**src/rtl/instr_decode_seq_if.sv**
```systemverilog
// Handshake and decoded-field bundle between the instruction source and instr_decode_seq.
// master = instruction source / execute unit side, slave = the sequencer.
interface instr_decode_seq_if #(
    parameter int CNT_W = 16
);
    logic             instr_valid;
    logic [18:0]      instr_in;
    logic             instr_ready;
    logic             exec_done;
    logic [4:0]       opcode;
    logic [2:0]       rd_sel;
    logic [2:0]       rs1_sel;
    logic [2:0]       rs2_sel;
    logic [4:0]       imm;
    logic             exec_start;
    logic             wb_en;
    logic             busy;
    logic             illegal;
    logic             timeout;
    logic [CNT_W-1:0] retired_cnt;

    modport master (
        output instr_valid, instr_in, exec_done,
        input  instr_ready, opcode, rd_sel, rs1_sel, rs2_sel, imm,
        input  exec_start, wb_en, busy, illegal, timeout, retired_cnt
    );

    modport slave (
        input  instr_valid, instr_in, exec_done,
        output instr_ready, opcode, rd_sel, rs1_sel, rs2_sel, imm,
        output exec_start, wb_en, busy, illegal, timeout, retired_cnt
    );
endinterface

```
**src/rtl/instr_decode_seq.sv**
```systemverilog
// Instruction register and DECODE/EXEC/WB sequencer for the 19-bit CPU.
// Latches {opcode, rd, rs1, rs2, imm} on accept, flags illegal opcodes and execute
// timeouts, and strobes wb_en for one cycle to gate the rd_sel decoder into the
// register file. Optional feature macro: INSTR_COUNT_EN enables the retired-instruction
// counter; without it retired_cnt is tied to zero.
module instr_decode_seq #(
    parameter int NUM_OPCODES  = 20,
    parameter int EXEC_TIMEOUT = 15,
    parameter int CNT_W        = 16
) (
    input  logic               clk,
    input  logic               rst_n,
    instr_decode_seq_if.slave  bus
);

    localparam int TO_W = (EXEC_TIMEOUT > 1) ? $clog2(EXEC_TIMEOUT + 1) : 1;

    typedef enum logic [1:0] {
        S_IDLE   = 2'd0,
        S_DECODE = 2'd1,
        S_EXEC   = 2'd2,
        S_WB     = 2'd3
    } state_t;

    state_t          state_q, state_d;
    logic [4:0]      opcode_q, opcode_d;
    logic [2:0]      rd_sel_q, rd_sel_d;
    logic [2:0]      rs1_sel_q, rs1_sel_d;
    logic [2:0]      rs2_sel_q, rs2_sel_d;
    logic [4:0]      imm_q, imm_d;
    logic [TO_W-1:0] to_cnt_q, to_cnt_d;
    logic            exec_start_q, exec_start_d;
    logic            wb_en_q, wb_en_d;
    logic            illegal_q, illegal_d;
    logic            timeout_q, timeout_d;
    logic            busy_q, busy_d;
    logic            ready_q, ready_d;

    // Next-state, field capture, timeout counting and registered output strobes.
    always_comb begin
        state_d      = state_q;
        opcode_d     = opcode_q;
        rd_sel_d     = rd_sel_q;
        rs1_sel_d    = rs1_sel_q;
        rs2_sel_d    = rs2_sel_q;
        imm_d        = imm_q;
        to_cnt_d     = to_cnt_q;
        exec_start_d = 1'b0;
        wb_en_d      = 1'b0;
        illegal_d    = 1'b0;
        timeout_d    = 1'b0;

        case (state_q)
            S_IDLE: begin
                // instr_ready is exactly "state is IDLE", so valid alone completes the handshake
                if (bus.instr_valid) begin
                    opcode_d  = bus.instr_in[18:14];
                    rd_sel_d  = bus.instr_in[13:11];
                    rs1_sel_d = bus.instr_in[10:8];
                    rs2_sel_d = bus.instr_in[7:5];
                    imm_d     = bus.instr_in[4:0];
                    state_d   = S_DECODE;
                end
            end
            S_DECODE: begin
                if (int'(opcode_q) >= NUM_OPCODES) begin
                    illegal_d = 1'b1;
                    state_d   = S_IDLE;
                end else begin
                    exec_start_d = 1'b1;
                    state_d      = S_EXEC;
                end
            end
            S_EXEC: begin
                if (bus.exec_done) begin
                    to_cnt_d = '0;
                    // opcode[4] marks store/branch: retire straight from EXEC with no writeback
                    if (opcode_q[4]) begin
                        state_d = S_IDLE;
                    end else begin
                        wb_en_d = 1'b1;
                        state_d = S_WB;
                    end
                end else if (EXEC_TIMEOUT != 0) begin
                    // this is the EXEC_TIMEOUT-th cycle without done: abandon the instruction
                    if (to_cnt_q == TO_W'(EXEC_TIMEOUT - 1)) begin
                        timeout_d = 1'b1;
                        to_cnt_d  = '0;
                        state_d   = S_IDLE;
                    end else begin
                        to_cnt_d = to_cnt_q + TO_W'(1);
                    end
                end
            end
            S_WB: begin
                state_d = S_IDLE;
            end
            default: begin
                state_d = S_IDLE;
            end
        endcase

        busy_d  = (state_d != S_IDLE);
        ready_d = (state_d == S_IDLE);
    end

    // State, latched fields and output strobes; reset aborts any instruction in flight.
    always_ff @(posedge clk or negedge rst_n) begin
        if (!rst_n) begin
            state_q      <= S_IDLE;
            opcode_q     <= '0;
            rd_sel_q     <= '0;
            rs1_sel_q    <= '0;
            rs2_sel_q    <= '0;
            imm_q        <= '0;
            to_cnt_q     <= '0;
            exec_start_q <= 1'b0;
            wb_en_q      <= 1'b0;
            illegal_q    <= 1'b0;
            timeout_q    <= 1'b0;
            busy_q       <= 1'b0;
            ready_q      <= 1'b1;
        end else begin
            state_q      <= state_d;
            opcode_q     <= opcode_d;
            rd_sel_q     <= rd_sel_d;
            rs1_sel_q    <= rs1_sel_d;
            rs2_sel_q    <= rs2_sel_d;
            imm_q        <= imm_d;
            to_cnt_q     <= to_cnt_d;
            exec_start_q <= exec_start_d;
            wb_en_q      <= wb_en_d;
            illegal_q    <= illegal_d;
            timeout_q    <= timeout_d;
            busy_q       <= busy_d;
            ready_q      <= ready_d;
        end
    end

    assign bus.instr_ready = ready_q;
    assign bus.opcode      = opcode_q;
    assign bus.rd_sel      = rd_sel_q;
    assign bus.rs1_sel     = rs1_sel_q;
    assign bus.rs2_sel     = rs2_sel_q;
    assign bus.imm         = imm_q;
    assign bus.exec_start  = exec_start_q;
    assign bus.wb_en       = wb_en_q;
    assign bus.illegal     = illegal_q;
    assign bus.timeout     = timeout_q;
    assign bus.busy        = busy_q;

`ifdef INSTR_COUNT_EN
    logic             retire;
    logic [CNT_W-1:0] retired_cnt_q, retired_cnt_d;

    // Retire on the WB cycle, or on an EXEC exit of the no-writeback class; wraps naturally.
    always_comb begin
        retire        = (state_q == S_WB) ||
                        ((state_q == S_EXEC) && bus.exec_done && opcode_q[4]);
        retired_cnt_d = retire ? retired_cnt_q + CNT_W'(1) : retired_cnt_q;
    end

    // Retired-instruction counter register.
    always_ff @(posedge clk or negedge rst_n) begin
        if (!rst_n) begin
            retired_cnt_q <= '0;
        end else begin
            retired_cnt_q <= retired_cnt_d;
        end
    end

    assign bus.retired_cnt = retired_cnt_q;
`else
    assign bus.retired_cnt = '0;
`endif

endmodule

```
**src/flat_wrapper.sv**
```systemverilog
// flat-port wrapper written by rule: the top's interface ports become plain ports
module instr_decode_seq_flat 
#(
    parameter int NUM_OPCODES  = 20,
    parameter int EXEC_TIMEOUT = 15,
    parameter int CNT_W        = 16
)
  (clk, rst_n, bus_instr_valid, bus_instr_in, bus_exec_done, bus_instr_ready, bus_opcode, bus_rd_sel, bus_rs1_sel, bus_rs2_sel, bus_imm, bus_exec_start, bus_wb_en, bus_busy, bus_illegal, bus_timeout, bus_retired_cnt);
  instr_decode_seq_if #(.CNT_W(CNT_W)) bus_i ();
  input  logic clk;
  input  logic rst_n;
  input wire logic [$bits(bus_i.instr_valid)-1:0] bus_instr_valid;
  input wire logic [$bits(bus_i.instr_in)-1:0] bus_instr_in;
  input wire logic [$bits(bus_i.exec_done)-1:0] bus_exec_done;
  output wire logic [$bits(bus_i.instr_ready)-1:0] bus_instr_ready;
  output wire logic [$bits(bus_i.opcode)-1:0] bus_opcode;
  output wire logic [$bits(bus_i.rd_sel)-1:0] bus_rd_sel;
  output wire logic [$bits(bus_i.rs1_sel)-1:0] bus_rs1_sel;
  output wire logic [$bits(bus_i.rs2_sel)-1:0] bus_rs2_sel;
  output wire logic [$bits(bus_i.imm)-1:0] bus_imm;
  output wire logic [$bits(bus_i.exec_start)-1:0] bus_exec_start;
  output wire logic [$bits(bus_i.wb_en)-1:0] bus_wb_en;
  output wire logic [$bits(bus_i.busy)-1:0] bus_busy;
  output wire logic [$bits(bus_i.illegal)-1:0] bus_illegal;
  output wire logic [$bits(bus_i.timeout)-1:0] bus_timeout;
  output wire logic [$bits(bus_i.retired_cnt)-1:0] bus_retired_cnt;
  assign bus_i.instr_valid = bus_instr_valid;
  assign bus_i.instr_in = bus_instr_in;
  assign bus_i.exec_done = bus_exec_done;
  assign bus_instr_ready = bus_i.instr_ready;
  assign bus_opcode = bus_i.opcode;
  assign bus_rd_sel = bus_i.rd_sel;
  assign bus_rs1_sel = bus_i.rs1_sel;
  assign bus_rs2_sel = bus_i.rs2_sel;
  assign bus_imm = bus_i.imm;
  assign bus_exec_start = bus_i.exec_start;
  assign bus_wb_en = bus_i.wb_en;
  assign bus_busy = bus_i.busy;
  assign bus_illegal = bus_i.illegal;
  assign bus_timeout = bus_i.timeout;
  assign bus_retired_cnt = bus_i.retired_cnt;
  instr_decode_seq #(.NUM_OPCODES(NUM_OPCODES), .EXEC_TIMEOUT(EXEC_TIMEOUT), .CNT_W(CNT_W)) u_core (.clk(clk), .rst_n(rst_n), .bus(bus_i));
endmodule
```
**config.mk**
```make
export PLATFORM = sky130hd
export DESIGN_NAME = instr_decode_seq_flat
export DESIGN_NICKNAME = d
export VERILOG_FILES = /design/src/rtl/instr_decode_seq_if.sv /design/src/rtl/instr_decode_seq.sv /design/src/flat_wrapper.sv
export SDC_FILE = /design/constraint.sdc
export NUM_CORES = 1
export LEC_CHECK = 0
export CORE_MARGIN = 2
export CORE_UTILIZATION = 43
export DETAILED_ROUTE_END_ITERATION = 12
export PLACE_DENSITY = 0.82
export RECOVER_POWER = 100
export SLEW_MARGIN = 10
export SYNTH_ARGS = -nofsm -noshare
export SYNTH_HDL_FRONTEND = slang
export SYNTH_SLANG_ARGS = --single-unit
```
**constraint.sdc**
```tcl
create_clock -name clk -period 3.8 [get_ports clk]
set_input_delay 0.76 -clock clk [delete_from_list [all_inputs] [get_ports clk]]
set_output_delay 0.76 -clock clk [all_outputs]
set_load 0.05 [all_outputs]
```
* Word level (Yosys, flattened, before mapping) *
Cells that the tools add are included.

operators by class
  add/sub/neg operators = 1
  order comparisons = 1
  equality and inequality tests = 4
  multiplexer cells = 18
  reductions and logical operators = 4

operator list
  cell                                                 count
  two-way mux 1 bit                                    10
  two-way mux 2 bit                                    5
  two-way mux 4 bit                                    2
  one-hot mux 2 bit (4 select lines)                   1
  >= comparator 5 bit, second input constant           1
  adder 4 x 1 -> 4 bit, second input constant          1
  equality test 2 bit, second input constant           2
  equality test 4 bit, second input constant           1
  zero test 2 bit                                      2
  equality test 2 x 1 -> 1 bit, second input constant  1
  AND reduction 2 bit                                  1
  nonzero test 2 bit                                   1

storage, ports and cells
  register bits = 31
  bits of input ports = 23

* Logic depth before layout (Yosys ltp) *
Gate-level depths: netlist of run 1.

  depth after elaboration = 5
  depth in mapped cells = 5
  depth with buffers taken out = 5

* Worst setup path before layout of run 1 *
OpenSTA, ideal clock, no wires.

  path kind = input to register
  from = input port bus_instr_valid
  to = register u_core.imm_q[0] (netlist: u_core.bus.imm[0])
  library setup time = 125 ps
  arrival time = 1567 ps
  required time = 3675 ps
  setup slack = 2108 ps
  stages = 3
  buffers on the path = 1
  cells stage by stage = nor3b_2 > buf_2 > mux2_2

between the ends
  longest elaborated chain between the ends = 1

RTL lines
  item                           RTL line                 text
  start, declared                flat_wrapper.sv:12       input wire logic [$bits(bus_i.instr_valid)-1:0] bus_instr_valid;
  AND reduction 2 bit (no line)  --
  end signal, assigned           instr_decode_seq.sv:129  imm_q <= imm_d;
  end, declared                  instr_decode_seq.sv:30   logic [4:0] imm_q, imm_d;

No other way between the ends.
A chain may end at the register's enable or synchronous reset.

* Worst setup path after layout of run 1 *
  from = register u_core.ready_q (netlist: u_core.bus.instr_ready)
  to = output port bus_instr_ready

RTL lines
  item                    RTL line                 text
  start, declared         instr_decode_seq.sv:37   logic ready_q, ready_d;
  start signal, assigned  instr_decode_seq.sv:136  ready_q <= ready_d;
  end, declared           flat_wrapper.sv:15       output wire logic [$bits(bus_i.instr_ready)-1:0] bus_instr_ready;

No word-level cell between the ends.

==> results of run 1 <==
[cell type report]
class / count / share of cell area (%)
timing repair buffer: 50 / 25.7
clock buffer: 8 / 3.67
sequential: 31 / 41.5
tap: 44 / 2.94
multi-input combinational: 66 / 25.8
inverter: 2 / 0.401
[sequential cells by signal, summed over array words and instances (netlist names)]
name,count
u_core.bus.exec_start,1
u_core.bus.rd_sel,3
u_core.bus.wb_en,1
u_core.bus.illegal,1
u_core.bus.rs2_sel,3
u_core.bus.imm,5
u_core.bus.opcode,5
u_core.bus.rs1_sel,3
u_core.state_q,2
u_core.bus.timeout,1
u_core.bus.busy,1
u_core.bus.instr_ready,1
u_core.to_cnt_q,4
[power breakdown]
group | internal (mW) | switching [mW] | total, mW
Clock | 0.109 | 0.103 | 0.212
Combinational | 0.328 | 0.654 | 0.982
Sequential | 0.486 | 0.0926 | 0.578
Total | 0.923 | 0.850 | 1.77
[cells by family (layout without fill, tap and decap cells)]
logic type               after synthesis  after routing  synth area share, %
flip-flops                            31             31                 57.2
buffers and inverters                 22             60                 10.9
multiplexers                          19             19                 15.8
AND/OR/NAND/NOR                       19             19                 8.57
AO/OA/AOI/OAI                         10             10                 5.44
adder cells (fa/ha/maj)                2              2                 1.84
other                                  1             16                0.276
[worst register-to-register path: stages, from the launching register on]
cell and delay, ps:
dfrtp_1 400, nor3b_1 270, clkbuf_1 490, mux2_2 410
[synthesized netlist by cell type (2+ instances only)]
master	n	area [µm²]
dfrtp_1	30	751
mux2_2	18	203
buf_4	16	120
buf_2	4	20.0
nor2_1	4	15.0
a211oi_1	2	15.0
ha_1	2	25.0
inv_1	2	7.51
nand2_1	2	7.51
nand2b_1	2	12.5
nor3b_1	2	15.0
o21ai_0	2	10.0
o41ai_1	2	17.5
or2_2	2	12.5
[path summary, 6_finish.rpt]
path / start / to / slack [ps] / cells after the start
max in group asynchronous: rst_n / u_core.to_cnt_q[1] / 1500 / 2
min reg2reg: u_core.bus.rs1_sel[2] / u_core.bus.rs1_sel[2] / 500 / 1
max reg2reg: u_core.state_q[0] / u_core.bus.rs2_sel[1] / 2130 / 3
min: u_core.bus.rs1_sel[2] / u_core.bus.rs1_sel[2] / 500 / 1
min in group asynchronous: rst_n / u_core.bus.rd_sel[2] / 1370 / 2
max: u_core.bus.instr_ready / bus_instr_ready / 1340 / 1
[per-layer routing]
metal | wire, µm | vias up
met5 | 0 | -
met4 | 64 | 0
met1 | 974 | 441
met3 | 187 | 7
met2 | 1330 | 41
li1 | - | 436
==> flow_metrics.tcl, run 1 <==
set metrics [dict create \
    max_freq_mhz 406 \
    tightest_slew_ps 1610 \
    syn_inst 104 \
    synth.avg_cell_area_um2 13.1 \
    seqCellArea_um2 777 \
    grt_pass1_wl_um 4020 \
    holdBufCountCts 0 \
    ys_seq_elements 31 \
    p_leak_nw 0.837 \
    holdWs_ps 504 \
    met1_usage_pct 18.2 \
    max_stage_delay_ps 860 \
    place_area_um2 1820 \
    met3_usage_pct 6.49 \
    gp_congestion 0.726 \
    pre_cts_ws_ps 1560 \
    grt_max_degree 32 \
    synth_area_um2 1360 \
    viasPerCell 4.60 \
    crit_family "buffers and inverters" \
    final_nets 181 \
    path_clk_slew_ps 90 \
    diodes 0 \
    cp.arrival_ps 1700 \
    die_area_um2 3620 \
    cts.path.max_buffers 2 \
    postCtsResizedCells 0 \
    ys.warnings.count 0 \
    layout_common_cells "30 x dfrtp_1, 28 x dlygate4sd3_1, 19 x clkdlybuf4s50_1" \
    crit_path_end_kind "primary output" \
    setup_viol 0 \
    drive_gt1_share_pct 17.8 \
    worstSkewPairLatency_ps 320 \
    detail-route-antenna-nets 0 \
    crit_slowest_cell "dlygate4sd3_1" \
    design_area_um2 1870 \
    syn2layout_area_growth_pct 38.1 \
    coreArea_um2 3030 \
    cp_cell_sequence "dlygate4sd3_1" \
    hold_path.class "reg -> reg" \
    ir_worst_vdd_uv 539 \
    rows 20 \
    clockRootBuffer "clkbuf_4" \
    cts_tree "built" \
    instances_no_fill 201 \
    dr_total_vias 925 \
    htreeDepth 2 \
    finalHoldViolations 0 \
    path_class "reg -> out" \
    grt-busiest-layer "met2" \
    wl_per_cell_um 12.7 \
    filler_cell_count 243 \
    ios 64 \
    slew_headroom_pct -7.36 \
    finalMaxSlewViolations 32 \
    cp-start-kind "flop" \
    synth_edf_count 0 \
    met2_usage_pct 24.4 \
    total_power_mw 1.77 \
    layout_commonest_cell "dfrtp_1" \
    utilization_pct 61.9 \
    routed_wl_um 2550 \
    yosysUniqueCellTypes 28 \
    clock_skew_ps 3.06 \
    final.setup.tns_ps 0 \
    drc 0 \
    cts_setup_buffers 0 \
    crit_required_ps 3040 \
    status "finished, violations left" \
    power.density_nw_per_um2 946 \
    multi_input_area_um2 484 \
    timing.final.crit_share_pct 64.7 \
    overflow 0 \
    synthFlopType "dfrtp_1" \
    hpwl_um 1930 \
    initial_utilization_pct 44.8 \
    numClockSinks 31 \
    fin_crit_ps 2460 \
    cp_max_fo 1 \
    drv_cap 1 \
    drtIter0Drc 13 \
    die_x_um 60.2 \
    path_buf_inv 1 \
    dp.cells 193 \
    track_usage_pct 15.5 \
    synth-seq-area-share_pct 57.2 \
    synth-async-reset-ratio_pct 100 \
    setup_ws_ps 1340 \
    failed_checks "max-capacitance violations, max-slew violations" \
    grt_antenna_before_repair 0 \
    numCtsBuffers 5 \
    first_global_vias 889 \
    io_buffers 47 \
    fp.dieH_um 60.2 \
    rsz0062_at_grt "false" \
    firstDrtPassIters 4 \
]
Note: power is estimated with default switching activity, not from simulation.
==> run 2: changes to the inputs <==
--- a/config.mk
+++ b/config.mk
@@ -6,9 +6,9 @@
 export NUM_CORES = 1
 export LEC_CHECK = 0
 export CORE_MARGIN = 2
-export CORE_UTILIZATION = 43
+export CORE_UTILIZATION = 40
 export DETAILED_ROUTE_END_ITERATION = 12
-export PLACE_DENSITY = 0.82
+export PLACE_DENSITY = 0.77
 export RECOVER_POWER = 100
 export SLEW_MARGIN = 10
 export SYNTH_ARGS = -nofsm -noshare
==> constraint.sdc (replaced) <==
create_clock -name clk -period 2.27 [get_ports clk]
set_input_delay 0.454 -clock clk [delete_from_list [all_inputs] [get_ports clk]]
set_output_delay 0.454 -clock clk [all_outputs]
set_load 0.05 [all_outputs]
==> run 2 against run 1 <==
  * The flow now finishes without violations
  * Final area increased by 1.8%
  * Sequential share of layout area decreased by 0.73 points
  * Critical endpoint is now bus_opcode[4]
  * Largest cell class unchanged
  * First-iteration DRC count unchanged
==> flow_metrics.tcl, run 2 (synthesized netlist as in run 1, its figures left out) <==
set metrics [dict create \
    status "finished, final reports clean" \
    ir_worst_vdd_uv 974 \
    fin_crit_ps 2120 \
    clock_skew_ps 10.4 \
    final.setup.tns_ps 0 \
    crit_path_end_kind "primary output" \
    grt_max_degree 32 \
    htreeDepth 2 \
    numClockSinks 31 \
    path_clk_slew_ps 90 \
    crit_required_ps 1820 \
    path_class "reg -> out" \
    cp_max_fo 6 \
    wl_met3_um 257 \
    hpwl_um 1870 \
    drtIter0Drc 13 \
    clockPowerShare_pct 16.7 \
    cts_setup_buffers 0 \
    finalHoldViolations 0 \
    m1WireLength_um 935 \
    viasPerCell 4.51 \
    cp-start-kind "flop" \
    clockRootBuffer "clkbuf_4" \
    initial_utilization_pct 41.3 \
    cp_cell_sequence "dlygate4sd3_1" \
    final_nets 180 \
    coreArea_um2 3280 \
    worstSkewPairLatency_ps 320 \
    detail-route-antenna-nets 0 \
    fp.dieH_um 62.3 \
    cp.arrival_ps 1660 \
    path_buf_inv 1 \
    timing.final.crit_share_pct 93.3 \
    tightest_slew_ps 744 \
    wl_per_cell_um 12.4 \
    rsz0062_at_grt "false" \
    layout_commonest_cell "dfrtp_1" \
    instances_no_fill 202 \
    firstDrtPassIters 4 \
    dp.cells 194 \
    drc 0 \
    numCtsBuffers 5 \
    syn2layout_area_growth_pct 40.6 \
    overflow 0 \
    p_sw_share_pct 45.7 \
    grt_pass1_wl_um 4280 \
    drive_gt1_share_pct 19.2 \
    pwr-share-comb_pct 52.2 \
    setup_viol 0 \
    grt_antenna_before_repair 0 \
    crit_slowest_cell "dlygate4sd3_1" \
    layout_common_cells "30 x dfrtp_1, 27 x dlygate4sd3_1, 20 x clkdlybuf4s50_1" \
    crit_family "buffers and inverters" \
    design_area_um2 1910 \
    power.share.sequential_pct 31.1 \
    power.density_nw_per_um2 1650 \
    cts.path.max_buffers 2 \
    diodes 0 \
    p_sw_mw 1.44 \
    max_stage_delay_ps 910 \
    hold_path.class "reg -> reg" \
    die_area_um2 3880 \
    top_layer "met4" \
    gp_congestion 0.651 \
    max_freq_mhz 472 \
    met2_length_um 1270 \
    first_global_vias 975 \
    slew_headroom_pct 50.4 \
    finalMaxSlewViolations 0 \
    ios 64 \
    cts_tree "built" \
    place_area_um2 1820 \
    holdBufCountCts 0 \
    die_x_um 62.3 \
    rows 21 \
    p_leak_nw 0.856 \
    routed_wl_um 2510 \
    drv_cap 0 \
    track_usage_pct 14.5 \
    dr_total_vias 911 \
    io_buffers 47 \
    power.internal_mw 1.71 \
    postCtsResizedCells 0 \
]
## run 2: changes by cell type in the layout (fill, tap and decap cells not counted)
cell             change
clkbuf_1             -3
bufinv_16            +2
clkbuf_2             +2
clkbuf_8             -2
clkdlybuf4s50_1      +1
dlygate4sd3_1        -1
## run 2: power by group through the flow
stage | clock (mW) | combinational (mW) | sequential (mW)
floorplan | 0 | 0.471 | 1.71
global placement | 0 | 1.71 | 0.981
detailed placement | 0 | 1.73 | 1.00
CTS | 0.543 | 1.74 | 0.994
global route | 0.563 | 1.73 | 1.02
finish | 0.525 | 1.64 | 0.979
## run 2: area by class of cell
| class | instances | area [µm²] |
|---|---|---|
| Multi-Input combinational cell | 66 | 484 |
| Sequential cell | 31 | 777 |
| Fill cell | 284 | 1380 |
| Clock inverter | 2 | 60.1 |
| Timing Repair Buffer | 49 | 480 |
| Clock buffer | 6 | 41.3 |
| Inverter | 2 | 7.51 |
| Tap cell | 46 | 57.6 |
## run 2: per-stage QoR
step           util (%)  worst slack [ps]  hold WS, ps  total power, mW
6_report           58.1               152          507             3.15
5_1_grt            58.1              85.3          536             3.31
4_1_cts            58.4               139          511             3.27
3_5_place_dp       55.3               328          495             2.73
3_3_place_gp       55.3               375          490             2.69
2_1_floorplan         -               884          158             2.18
## run 2: worst paths after layout
| path | slack, ps | endpoint | start | depth (start not counted) |
|---|---|---|---|---|
| max | 150 | bus_opcode[4] | u_core.bus.opcode[4] | 1 |
| max reg2reg | 690 | u_core.bus.imm[1] | u_core.state_q[0] | 3 |
| max in group asynchronous | 1070 | u_core.bus.rs2_sel[1] | rst_n | 2 |
| min reg2reg | 510 | u_core.bus.rd_sel[2] | u_core.bus.rd_sel[2] | 1 |
| min | 510 | u_core.bus.rd_sel[2] | u_core.bus.rd_sel[2] | 1 |
| min in group asynchronous | 720 | u_core.bus.imm[2] | rst_n | 2 |
## run 2: layer usage
metal | GRT usage, % | vias up
met5 | 0 | -
met4 | 7.50 | 0
met3 | 6.88 | 6
met2 | 24.2 | 42
met1 | 15.2 | 429
li1 | - | 434
